File: src/rtl/led_arb_pkg.sv
// Shared types and constants for the LED bank arbiter and its round-robin picker.
package led_arb_pkg;

    typedef enum logic {
        IDLE  = 1'b0,
        GRANT = 1'b1
    } state_t;

    localparam int CLOCK_HZ = 100_000_000;
    // 100 ms slice keeps each pattern on the LEDs long enough to be read by eye
    localparam int SLICE_DEFAULT = CLOCK_HZ / 10;

endpackage

File: src/rtl/rr_picker.sv
// Combinational round-robin picker: first requester at or after ptr (wrapping),
// skipping any index set in the exclude mask.
module rr_picker #(
    parameter int N  = 4,
    parameter int PW = $clog2(N)
) (
    input  logic [N-1:0]  req,
    input  logic [PW-1:0] ptr,
    input  logic [N-1:0]  excl,
    output logic          valid,
    output logic [PW-1:0] idx
);

    logic [N-1:0] w_cand;

    assign w_cand = req & ~excl;

    // Scan from the farthest offset down so the closest candidate to ptr wins
    always_comb begin
        int j;
        j     = 0;
        valid = 1'b0;
        idx   = '0;
        for (int k = N - 1; k >= 0; k--) begin
            j = int'(ptr) + k;
            if (j >= N) begin
                j = j - N;
            end
            if (w_cand[j[PW-1:0]]) begin
                valid = 1'b1;
                idx   = j[PW-1:0];
            end
        end
    end

endmodule

File: src/rtl/led_arbiter.sv
// Time-sliced round-robin owner of the LED bank; each grant lasts at least SLICE
// clocks unless the owner drops its request, and every output is registered.
module led_arbiter
    import led_arb_pkg::*;
#(
    parameter int N     = 4,
    parameter int W     = 8,
    parameter int SLICE = SLICE_DEFAULT
) (
    input  logic           clk,
    input  logic           reset,
    input  logic [N-1:0]   req,
    input  logic [N*W-1:0] data,
    output logic [N-1:0]   grant,
    output logic [W-1:0]   led,
    output logic           busy,
    output logic           slice_end
);

    localparam int PW = $clog2(N);
    localparam int CW = $clog2(SLICE + 1);
    localparam logic [CW-1:0] CNT_LAST = CW'(SLICE - 1);
    localparam logic [PW-1:0] IDX_LAST = PW'(N - 1);
    localparam logic [N-1:0]  ONE_HOT0 = N'(1);

    state_t          r_state;
    logic [PW-1:0]   r_ptr;
    logic [PW-1:0]   r_owner;
    logic [CW-1:0]   r_cnt;
    logic [N-1:0]    r_grant;
    logic [W-1:0]    r_led;
    logic            r_slice_end;

    state_t          w_state_n;
    logic [PW-1:0]   w_ptr_n;
    logic [PW-1:0]   w_owner_n;
    logic [CW-1:0]   w_cnt_n;
    logic [N-1:0]    w_grant_n;
    logic            w_slice_end_n;
    logic            w_take;
    logic            w_valid;
    logic [PW-1:0]   w_pick;
    logic            w_owner_req;
    logic            w_expire;

    // r_grant is zero while idle, so it doubles as the "exclude current owner" mask
    rr_picker #(
        .N  (N),
        .PW (PW)
    ) u_picker (
        .req   (req),
        .ptr   (r_ptr),
        .excl  (r_grant),
        .valid (w_valid),
        .idx   (w_pick)
    );

    assign w_owner_req = req[r_owner];
    assign w_expire    = (r_cnt == CNT_LAST);

    always_comb begin
        w_state_n     = r_state;
        w_ptr_n       = r_ptr;
        w_owner_n     = r_owner;
        w_cnt_n       = r_cnt;
        w_grant_n     = r_grant;
        w_slice_end_n = 1'b0;
        w_take        = 1'b0;
        case (r_state)
            IDLE: begin
                w_take = w_valid;
            end
            GRANT: begin
                // Owner drop is checked before slice renewal so a dropped owner is never renewed
                if (!w_owner_req || w_expire) begin
                    if (w_valid) begin
                        w_take = 1'b1;
                    end else if (!w_owner_req) begin
                        w_state_n = IDLE;
                        w_grant_n = '0;
                        w_cnt_n   = '0;
                    end else begin
                        w_cnt_n       = '0;
                        w_slice_end_n = 1'b1;
                    end
                end else begin
                    w_cnt_n = r_cnt + 1'b1;
                end
            end
            default: begin
                w_state_n = IDLE;
                w_grant_n = '0;
            end
        endcase
        if (w_take) begin
            w_state_n = GRANT;
            w_owner_n = w_pick;
            w_grant_n = ONE_HOT0 << w_pick;
            w_cnt_n   = '0;
            w_ptr_n   = (w_pick == IDX_LAST) ? '0 : w_pick + 1'b1;
        end
    end

    always_ff @(posedge clk) begin
        if (reset) begin
            r_state     <= IDLE;
            r_ptr       <= '0;
            r_owner     <= '0;
            r_cnt       <= '0;
            r_grant     <= '0;
            r_led       <= '0;
            r_slice_end <= 1'b0;
        end else begin
            r_state     <= w_state_n;
            r_ptr       <= w_ptr_n;
            r_owner     <= w_owner_n;
            r_cnt       <= w_cnt_n;
            r_grant     <= w_grant_n;
            r_slice_end <= w_slice_end_n;
            r_led       <= (w_state_n == GRANT) ? data[int'(w_owner_n)*W +: W] : '0;
        end
    end

    assign grant     = r_grant;
    assign led       = r_led;
    assign busy      = (r_state == GRANT);
    assign slice_end = r_slice_end;

endmodule

File: config.mk
export PLATFORM = sky130hd
export DESIGN_NAME = led_arbiter
export DESIGN_NICKNAME = d
export VERILOG_FILES = /design/src/rtl/led_arb_pkg.sv /design/src/rtl/rr_picker.sv /design/src/rtl/led_arbiter.sv
export SDC_FILE = /design/constraint.sdc
export NUM_CORES = 1
export LEC_CHECK = 0
export CAP_MARGIN = 30
export CORE_ASPECT_RATIO = 2
export CORE_UTILIZATION = 40
export CTS_CLUSTER_SIZE = 14
export DETAILED_ROUTE_END_ITERATION = 6
export GPL_ROUTABILITY_DRIVEN = 0
export HOLD_SLACK_MARGIN = 0.15
export PLACE_DENSITY = 0.76
export SLEW_MARGIN = 20
export SYNTH_ARGS = -nofsm -noshare
export SYNTH_HDL_FRONTEND = slang
export SYNTH_SLANG_ARGS = --single-unit
File: constraint.sdc
create_clock -name clk -period 2.7 [get_ports clk]
set_input_delay 0.405 -clock clk [delete_from_list [all_inputs] [get_ports clk]]
set_output_delay 0.405 -clock clk [all_outputs]
set_load 0.005 [all_outputs]
---- After elaboration in Yosys (flattened, before gate mapping) ----
Index checks and enable logic that the tools add are counted.
operators by class
  multiplexer cells ....................... 39
  reductions and logical operators ........ 9
  $add $sub $neg .......................... 9
  equality and inequality tests ........... 5
  bitwise logic cells ..................... 5
  order comparisons ....................... 9
  shift operators ......................... 2
operators with widths
  kind                                                                count
  two-way mux 24 bit                                                  2
  variable part select 32 x 6 -> 8 bit                                1
  adder 24 x 1 -> 24 bit (second input constant)                      1
  == test 24 bit (second input constant)                              1
  two-way mux 2 bit                                                   10
  two-way mux 4 bit                                                   5
  two-way mux 1 bit                                                   16
  < comparator 2 x 3 -> 1 bit (second input constant)                 5
  binary-select mux 1 bit (select 2 bit)                              5
  greater-or-equal comparator 3 bit (second input constant)           3
  subtractor 2 x 1 -> 2 bit (second input constant)                   4
  adder 2 x 2 -> 3 bit (second input constant)                        2
  != test 2 bit (second input constant)                               3
  AND 4 bit                                                           1
  inverter 4 bit                                                      1
  AND reduction 4 bit                                                 1
  nonzero test 2 bit                                                  2
  OR reduction 2 bit                                                  2
  OR reduction 4 bit                                                  1
  << shifter 1 x 2 -> 4 bit (first input constant)                    1
  adder 2 x 1 -> 3 bit (second input constant)                        1
  greater-or-equal comparator 2 x 3 -> 1 bit (second input constant)  1
  inverter 1 bit                                                      3
  adder 2 x 1 -> 2 bit (second input constant)                        1
  other kinds (5)                                                     5
word-level totals
  input bits .............................. 38
  output and inout port bits .............. 14
  bits in registers ....................... 42

---- Depth between registers and ports, before layout ----
  depth in word-level cells ............... 15
  depth in mapped cells ................... 9

---- Modules after synthesis ----
Synthesis repeated with hierarchy kept, for this count alone.
unflattened totals
  cell total of the unflattened synthesis .. 350
  area, all modules ....................... 3019.1 µm²
by module, submodules not included
  module       area each (µm²)  times used  seq. area each (µm²)  cells each
  led_arbiter  2901.5           1           840.8                 335
  rr_picker    117.6            1           0.0                   15

---- Least setup slack after synthesis ----
No wires, ideal clock.
  path kind ............................... register to register
  from .................................... register r_cnt[0]
  to ...................................... register r_led[0] (netlist: led[0])
  path buffers ............................ 2
  cell stages (with the launch flop) ...... 10
  arrival time ............................ 1974 ps
  library setup time ...................... 135 ps
  path slack .............................. 591 ps
  period minus slack after synthesis ...... 2109 ps
  cell sequence ........................... dfxtp_1 > ha_1 > nand2_1 > nor4_4 > nand2_2 > a221oi_2 > buf_6 > buf_12 > mux2i_1 > o22ai_1
on the way
  longest elaborated chain between the ends .. 7
  elaborated cells between the ends (all ways) .. 11
  classes of those cells .................. eq/ne (1); shift (1); mux (6); bitwise (1); reduce/logical (2)
RTL lines
  what                                                                          RTL line            source
  start: declaration                                                            led_arbiter.sv:29   logic [CW-1:0] r_cnt;
  start signal: assignment                                                      led_arbiter.sv:117  r_cnt <= w_cnt_n;
  == test 24 bit *                                                              led_arbiter.sv:59   assign w_expire = (r_cnt == CNT_LAST);
  logical OR 1 bit *                                                            led_arbiter.sv:75   if (!w_owner_req || w_expire) begin
  branches (longest 5 deep; another with variable part select 32 x 6 -> 8 bit)  -
  end signal: assignment                                                        led_arbiter.sv:120  r_led <= (w_state_n == GRANT) ? data[int'(w_owner_n)*W +: W] : '0;
  end: declaration                                                              led_arbiter.sv:31   logic [W-1:0] r_led;
Every way passes the cells marked *.
A chain may end at the register's enable or synchronous reset.

---- Worst setup path in the final report ----
  from .................................... register r_cnt[0]
  to ...................................... register r_led[1] (netlist: led[1])
Same word-level chain as after synthesis.

==> impl_metrics.env <==
export IMPL_drc=0
export IMPL_slew_headroom_pct=63.0
export IMPL_hold_class="reg -> reg"
export IMPL_crit_path_end_kind="register"
export IMPL_grt_pass1_wl_um=9180
export IMPL_yosys_area_share_xor_xnor_pct=5.41
export IMPL_dieHeight_um=109
export IMPL_ys_types=56
export IMPL_vias=2075
export IMPL_cts_sinks=42
export IMPL_dp_hpwl_um=4300
export IMPL_synth_compound_area_share_pct=19.2
export IMPL_synth_area_per_cell_sq_um=9.15
export IMPL_power_leakage_nw=1.13
export IMPL_cts_buffers=5
export IMPL_dpl_cell_count=356
export IMPL_cts_resized=0
export IMPL_fin_cells=364
export IMPL_synth_edf_count=0
export IMPL_clk_pin_slew_ps=70
export IMPL_p_per_area_nw_per_um2=668
export IMPL_start_util_pct=41.9
export IMPL_max_cap_viol_count=0
export IMPL_antenna_cells=0
export IMPL_cp_start_kind="register"
export IMPL_hold_buffers=0
export IMPL_finalCritPeriodShare_pct=86.2
export IMPL_ys_async_sr_fraction_pct=0
export IMPL_drv_slew=0
export IMPL_synth_warnings=0
export IMPL_synth_top_family_by_area="simple AND/OR/NAND/NOR gates"
export IMPL_clockRootBuffer="clkbuf_8"
export IMPL_multi_input_area_sq_um=1310
export IMPL_peakVddDrop_mv=0.535
export IMPL_ys_seq_elements=42
export IMPL_cp_required_ps=2870
export IMPL_worst_setup_path_type="reg -> reg"
export IMPL_cts_setup_buffers=0
export IMPL_coreArea_sq_um=5420
export IMPL_syn_inst=248
export IMPL_register_area_sq_um=841
export IMPL_fin_ws_ps=373
export IMPL_wire_per_inst_um=15.0
export IMPL_die_width_um=55.3
export IMPL_vias_per_cell=5.70
export IMPL_grt_pass1_vias=2054
export IMPL_skew_ps=5.82
export IMPL_status="complete, no violations"
export IMPL_dieArea_sq_um=5990
export IMPL_area_growth_syn_to_layout_pct=29.3
export IMPL_synth_fa_ha_area_share_pct=2.76
export IMPL_final_setup_tns_ps=0
export IMPL_r2r_slack_ps=370
export IMPL_hp_start="grant[2]"
export IMPL_drtIter0Drc=45
export IMPL_nFillCells=500
export IMPL_antenna_found_initial=0
export IMPL_fin_crit_ps=2330
export IMPL_cts_tree="yes"
export IMPL_fin_area_sq_um=2930
export IMPL_grt_usage_pct=19.8
export IMPL_dpl_cell_area_sq_um=2840
export IMPL_cp_slowest_cell="nor4_4"
export IMPL_clk_latency_ps=300
export IMPL_syn_num_nets=291
export IMPL_synth_ff_type="dfxtp_1"
export IMPL_synth_area_mux_share_pct=8.05
export IMPL_fp_row_count=38
export IMPL_max_freq_mhz=430
export IMPL_worstPathCellList="ha_1, nand2_1, nor4_4, nand2_2, a221oi_2, buf_12, mux2i_1, o22ai_1"
export IMPL_synth_simple_gate_area_share_pct=22.4
export IMPL_antenna_left=0
export IMPL_hold_viol_final=0
export IMPL_final_cell_mix="clkdlybuf4s50_1 (51), dfxtp_1 (42), nor2_1 (20)"
export IMPL_wirelength_um=5470
export IMPL_grt_ovfl_total=0
export IMPL_htreeDepth=2
export IMPL_grt_max_degree=20
export IMPL_layout_nets=346
export IMPL_critical_path_arrival_ps=2490
export IMPL_r2r_start="r_cnt[0]"
export IMPL_cp_startpoint="r_cnt[0]"
export IMPL_drive_gt1_share_pct=10.2
export IMPL_synth_area_sq_um=2270
export IMPL_setup_viol=0
export IMPL_io_pins=52
export IMPL_dr_pass1_iters=4
export IMPL_crit_fanout=17
export IMPL_port_buffers=51
export IMPL_cts_max_path_buffers=2
export IMPL_rsz0062_at_grt="no"
export IMPL_worst_pin_slew_ps=551
export IMPL_cp_slowest_stage_delay_ps=450
export IMPL_fin_util_pct=54.1
export IMPL_layout_commonest_cell="clkdlybuf4s50_1"
export IMPL_dpl_worst_slack_ps=97.9
export IMPL_yosysSeqAreaShare_pct=37.1
power by group:
part	leakage, nW	internal, mW	total [mW]	switching [mW]
registers	0.342	0.711	0.771	0.0603
logic	0.736	0.418	0.771	0.353
clock network	0.0482	0.206	0.419	0.213
total	1.13	1.33	1.96	0.626
synth_stat cells (2+ instances only):
library cell  number  share of area, %
mux2i_1           16               7.1
buf_2              4              0.88
xor2_1            13               5.0
o221ai_1           2              0.77
and4_2             2              0.88
o21ai_0           11               2.4
o22ai_1            8               2.2
a21oi_1           16               3.5
inv_1              6              0.99
and3_2             3              0.99
nor4_1             3              0.83
dfxtp_1           42                37
ha_1               5               2.8
and2_1             2              0.55
nand4_1            3              0.83
or3_1              7               1.9
o2111ai_1          5               1.9
nand3_1            7               1.5
and3_1             4               1.1
nor2b_1            2              0.55
o211ai_1           6               2.0
clkbuf_1           3              0.50
nor2_1            20               3.3
nand2_1           15               2.5
nand2b_1           4               1.1
o21a_1             3              0.99
and4_1             6               2.3
nand2_2            2              0.55
final timing paths:
| check | to | cells past startpoint |
|---|---|---|
| max | led[1] | 8 |
| min | grant[2] | 2 |
| max reg2reg | led[1] | 8 |
| min reg2reg | grant[2] | 2 |
sequential cells by signal, summed over array words and instances (netlist names):
signal     cells
busy           1
grant          4
led            8
r_cnt         24
r_owner        2
r_ptr          2
slice_end      1
area by class of cell:
class                   instances  area share, %
inverters                       6          0.768
multi-input cells             188           44.8
clock inverters                 1          0.171
clock buffers                   7           2.94
repair buffers                 60           20.1
well taps                      60           2.56
flip-flops and latches         42           28.7
through the flow:
stage               hold WS, ps  power, mW
global route                520       2.08
floorplan                   463       1.28
finish                      495       1.96
CTS                         498       1.98
global placement            478       1.54
detailed placement          480       1.56
layer usage:
metal	wire (um)	track usage (%)
met5	0	0
met4	134	10.2
met3	295	5.26
met2	3160	40.4
met1	1880	16.6
cell families after synthesis:
logic type	Yosys count
DFF	42
muxes	17
xor gates and xnor gates	14
adders and majority gates	5
buffers and inverters	18
and+or+nand+nor	88
AOI/OAI and AO/OA	64
critical path: cells and delay by family, from the launching register on:
family / cells / cell delay [ps]
AO/OA/AOI/OAI: 2 / 430
adder cells (fa/ha/maj): 1 / 250
AND/OR/NAND/NOR: 3 / 690
flip-flops: 1 / 400
buffers and inverters: 1 / 210
multiplexers: 1 / 220
No activity file was read; power rests on OpenSTA's default activity.
==> patch 1, RTL diff (config.mk and constraints unchanged) <==
Remove the register `r_led`: a continuous assignment takes its place, so the output `led` follows one clock earlier.
--- a/src/rtl/led_arbiter.sv
+++ b/src/rtl/led_arbiter.sv
@@ -108,7 +108,6 @@
             r_owner     <= '0;
             r_cnt       <= '0;
             r_grant     <= '0;
-            r_led       <= '0;
             r_slice_end <= 1'b0;
         end else begin
             r_state     <= w_state_n;
@@ -117,9 +116,10 @@
             r_cnt       <= w_cnt_n;
             r_grant     <= w_grant_n;
             r_slice_end <= w_slice_end_n;
-            r_led       <= (w_state_n == GRANT) ? data[int'(w_owner_n)*W +: W] : '0;
         end
     end
+
+    assign r_led = (w_state_n == GRANT) ? data[int'(w_owner_n)*W +: W] : '0;
 
     assign grant     = r_grant;
     assign led       = r_led;
Formal check against the unedited RTL: not equivalent (Yosys sat finds a counterexample within 4 cycles, from zero or initial values and one cycle with reset high).
==> patch 1 against the original RTL <==
The run now ends with negative setup slack left; final area rose by 14%; register-to-register slack improved by 0.11 ns; sequential share of layout area fell by 8.2 points; sequential cell count fell by 8; global-route usage rose by 4.2 points; critical path depth rose by 2; setup slack got worse by 0.67 ns; worst hold slack improved by 0.021 ns; total power rose by 17%; synthesized area fell by 7.8%; routed wire length rose by 19%; critical endpoint is now led[5].
==> patch 1: results (changes against the original RTL) <==
Outcome
  – Outcome: finished with violations (was finished clean)
  – Failing checks: negative setup slack

Pwr
  – Peak VDD IR: 606.4 uV (was 535.2 uV)
  – Leak pwr: 1.295 nW (was 1.126 nW)
  – Sequential share of power: 25.8% (was 39.3%)
  – Pwr/cell area: 690.7 nW/um^2 (was 668.4 nW/um^2)
  – Switch Pwr: 784.7 uW (was 626.5 uW)
  – Comb power: 1.26 mW (was 771 uW)

Worst setup path
  – Worst r2r src: r_owner[0]$_SDFF_PP0_ (was r_cnt[0]$_SDFFE_PP0P_)
  – Slowest-stage cell, CP: clkdlybuf4s50_1 (was nor4_4)
  – Worst Setup SP: req[0] (was r_cnt[0]$_SDFFE_PP0P_)
  – Cell family with most CP delay: buffers and inverters (was simple AND/OR/NAND/NOR gates)
  – Crit path DAT: 2.59 ns (was 2.49 ns)
  – Critical path peak fanout: 8 (was 17)

Global route
  – First-pass GRT wire length: 10.10 mm (was 9.183 mm)
  – GRT met1 Usage: 22.30% (was 16.59%)
  – Largest net degree at the start of global routing: 18 (was 20)
  – GR Util met2: 45.48% (was 40.45%)
  – Total track usage: 23.95% (was 19.78%)
  – Routing usage on met3: 3.363% (was 5.263%)
  – Vias in the first global route: 2451 (was 2054)

Timing
  – Setup WS post-layout: -0.2980 ns (was 0.3726 ns)
  – Final setup skew: 0.004865 ns (was 0.005818 ns)
  – Endpoints failing setup: 8 (was 0)
  – TNS Setup: -2.168 ns (was 0 ns)

Logic synthesis
  – Top post-synthesis cells by count: dfxtp_1 (34), a21oi_1 (24), nand3_1 (21) (was dfxtp_1 (42), nor2_1 (20), a21oi_1 (16), mux2i_1 (16), nand2_1 (15))
  – Synth top area cells: dfxtp_1 (33%), mux2i_1 (7.7%), a21oi_1 (5.7%) (was dfxtp_1 (37%), mux2i_1 (7.1%), xor2_1 (5.0%))
  – Average cell area after synthesis: 8.264 um^2 (was 9.147 um^2)
  – Sequential element share of the synthesized area: 32.56% (was 37.07%)
  – Count of cell types in the netlist: 52 (was 56)
  – Syn Nets: 296 (was 291)

Detailed routing
  – Metal-1 WL: 2.177 mm (was 1.878 mm)
  – DR WL met2: 3.828 mm (was 3.159 mm)
  – Routed len/inst: 15.32 um (was 15.02 um)
  – Vias per inst: 5.639 (was 5.701)
  – Routed vias: 2391 (was 2075)

Place
  – Worst slack, placed: -0.6113 ns (was 0.09791 ns)
  – Hpwl dp: 4.540 mm (was 4.304 mm)
  – Dpl cell area: 3018 um^2 (was 2843 um^2)

Final layout
  – Fin nets: 409 (was 346)
  – Filler Cell Count: 386 (was 500)

Worst hold path
  – Hold_sp: r_cnt[14]$_SDFFE_PP0P_ (was grant[2]$_SDFFE_PP0P_)
## patch 1: cell types whose count changed after synthesis, moves of 4 or more
cell / before / now
a21oi_1: 16 / 24
or2_2: 1 / 5
dfxtp_1: 42 / 34
nor3_1: 1 / 5
o21ai_0: 11 / 5
inv_1: 6 / 12
nand3_1: 7 / 21
o2111ai_1: 5 / 0
nand2_1: 15 / 20
and4_1: 6 / 1
xnor2_1: 1 / 5
xor2_1: 13 / 0
## patch 1: timing repair
action,CTS,global route
resized for setup,48,15
endpoints found under the setup margin,8,8
cloned,1,1
hold buffers,0,0
pin swaps,8,7
setup buffers,7,2
## patch 1: final timing paths
| kind | end | slack (ns) | cells past startpoint |
|---|---|---|---|
| worst max-delay path | led[5] | -0.30 | 10 |
| worst min-delay path | r_cnt[14]$_SDFFE_PP0P_ | 0.52 | 2 |
| worst max register to register | r_ptr[0]$_SDFFE_PP0P_ | 0.48 | 9 |
| worst min register to register | r_cnt[14]$_SDFFE_PP0P_ | 0.52 | 2 |
## patch 1: area by class of cell
cell class / count / share of cell area [%]
clock buffers: 8 / 3.303
multi-input cells: 199 / 42.00
well taps: 57 / 2.140
repair buffers: 114 / 30.71
flip-flops and latches: 34 / 20.50
inverters: 12 / 1.351
## patch 1: cells by family after synthesis
kind of cell	share of synthesized area (%)
fa+ha+maj	2.992
simple gates	30.10
xor+xnor	2.094
mux	9.276
buf+inv	5.505
compound gates	17.47
flops	32.56
## patch 1: worst reg2reg max path, stage by stage (launching register included)
cell     delay [ns]
dfxtp_1        0.36
mux4_2         0.52
and2_4         0.17
buf_4          0.13
buf_4          0.15
o21ai_1        0.12
buf_4          0.16
nand2_2        0.08
or3_1          0.31
a21oi_1        0.14
==> patch 2, RTL diff (same flow settings) <==
Without the edit above. The parameter `W` goes from 8 to 9.
--- a/src/rtl/led_arbiter.sv
+++ b/src/rtl/led_arbiter.sv
@@ -4,7 +4,7 @@
     import led_arb_pkg::*;
 #(
     parameter int N     = 4,
-    parameter int W     = 8,
+    parameter int W     = 9,
     parameter int SLICE = SLICE_DEFAULT
 ) (
     input  logic           clk,
Ports: changed (resized data and led); port bits go from 52 to 57. No check against the original RTL was run, so the function may have changed too.
==> patch 2 against the original RTL <==
Synthesized cell count up 4.4%; count of clock-buffer cells in the layout up 1; final area up 7.5%; clock power up 52%; routed wire length up 6.5%; core utilization up 1.6 points; synthesized area up 3.4%; total power up 17%; die area up 3.3%; setup slack worse by 0.072 ns; fmax down 3.0%; combinational power up 12%; via count up 7.4%; sequential cell count up 1; critical endpoint is now led[5]$_SDFF_PP0_.
==> patch 2: results (changes against the original RTL) <==
Logic synthesis
  – Syn Nets: 306 (was 291)
  – Mapped Cells: 259 (was 248)
  – Synth top area cells: dfxtp_1 (37%), mux2i_1 (7.7%), xor2_1 (6.0%) (was dfxtp_1 (37%), mux2i_1 (7.1%), xor2_1 (5.0%))
  – Count of cell types in the netlist: 51 (was 56)
  – Synth Area in XOR/XNOR: 6.347% (was 5.405%)
  – Sequential element share of the synthesized area: 36.69% (was 37.07%)
  – Post-synthesis compound-gate area fraction: 18.61% (was 19.25%)

Detailed routing
  – Routed len/inst: 15.29 um (was 15.02 um)
  – Vias per inst: 5.848 (was 5.701)
  – Routed vias: 2228 (was 2075)

Global route
  – First-pass GRT wire length: 9.694 mm (was 9.183 mm)
  – Vias in the first global route: 2204 (was 2054)
  – Total track usage: 20.09% (was 19.78%)

Timing
  – Fmax: 416.8 MHz (was 429.7 MHz)
  – Slew margin rel.: 59.77% (was 63.04%)
  – Final setup skew: 0.002212 ns (was 0.005818 ns)

Worst setup path
  – R2R setup slack: 0.30 ns (was 0.37 ns)
  – Slowest stage delay, CP: 0.56 ns (was 0.45 ns)
  – CP endpoint: led[5]$_SDFF_PP0_ (was led[1]$_SDFF_PP0_)
  – Crit path depth: 7 (was 8)
  – Crit path DAT: 2.56 ns (was 2.49 ns)
  – Slowest-stage cell, CP: or4_4 (was nor4_4)
  – Critical path peak fanout: 9 (was 17)

Place
  – Dpl cells: 373 (was 356)
  – Dpl cell area: 2998 um^2 (was 2843 um^2)

Final layout
  – Layout cells sized above 1: 9.688% (was 10.20%)

Pwr
  – Sequential share of power: 34.9% (was 39.3%)
  – Power Total: 2.304 mW (was 1.961 mW)

Outcome
  – Outcome: finished clean (unchanged)
-- patch 2: cell count changes after synthesis, moves of 4 or more --
cell | before | now
and4_1 | 6 | 2
buf_2 | 4 | 0
clkbuf_1 | 3 | 9
nor2_1 | 20 | 25
o2111ai_1 | 5 | 9
o21ai_0 | 11 | 6
-- patch 2: cells by family after synthesis --
logic type,after synthesis
adder cells (fa/ha/maj),5
AO/OA/AOI/OAI,61
flip-flops,43
buffers and inverters,19
XOR/XNOR,17
AND/OR/NAND/NOR,94
multiplexers,20
-- patch 2: how the worst min path moves through the flow --
stage / startpoint / end / cells past startpoint
2_1_floorplan: r_cnt[23]$_SDFFE_PP0P_ / r_cnt[23]$_SDFFE_PP0P_ / 2
3_3_place_gp: r_cnt[23]$_SDFFE_PP0P_ / r_cnt[23]$_SDFFE_PP0P_ / 2
3_5_place_dp: grant[3]$_SDFFE_PP0P_ / grant[3]$_SDFFE_PP0P_ / 2
4_1_cts: grant[1]$_SDFFE_PP0P_ / grant[1]$_SDFFE_PP0P_ / 2
5_1_grt: grant[1]$_SDFFE_PP0P_ / grant[1]$_SDFFE_PP0P_ / 2
6_report: grant[1]$_SDFFE_PP0P_ / grant[1]$_SDFFE_PP0P_ / 2
-- patch 2: final cells by class --
type	instances	area (um^2)
Tap cell	61	76.32
Timing Repair Buffer	66	648.1
Sequential cell	43	860.8
Clock buffer	8	156.4
Fill cell	506	2506
Multi-Input combinational cell	197	1390
Inverter	6	22.52
-- patch 2: per-layer routing --
layer | vias up | share of wire, % | routed length, um | GRT usage [%]
met2 | 96 | 55 | 3232 | 40.05
met4 | 0 | 3.8 | 219 | 10.98
met3 | 17 | 5.9 | 342 | 5.484
met1 | 1038 | 35 | 2031 | 17.56
li1 | 1077 | - | - | -
met5 | - | 0 | 0 | 0
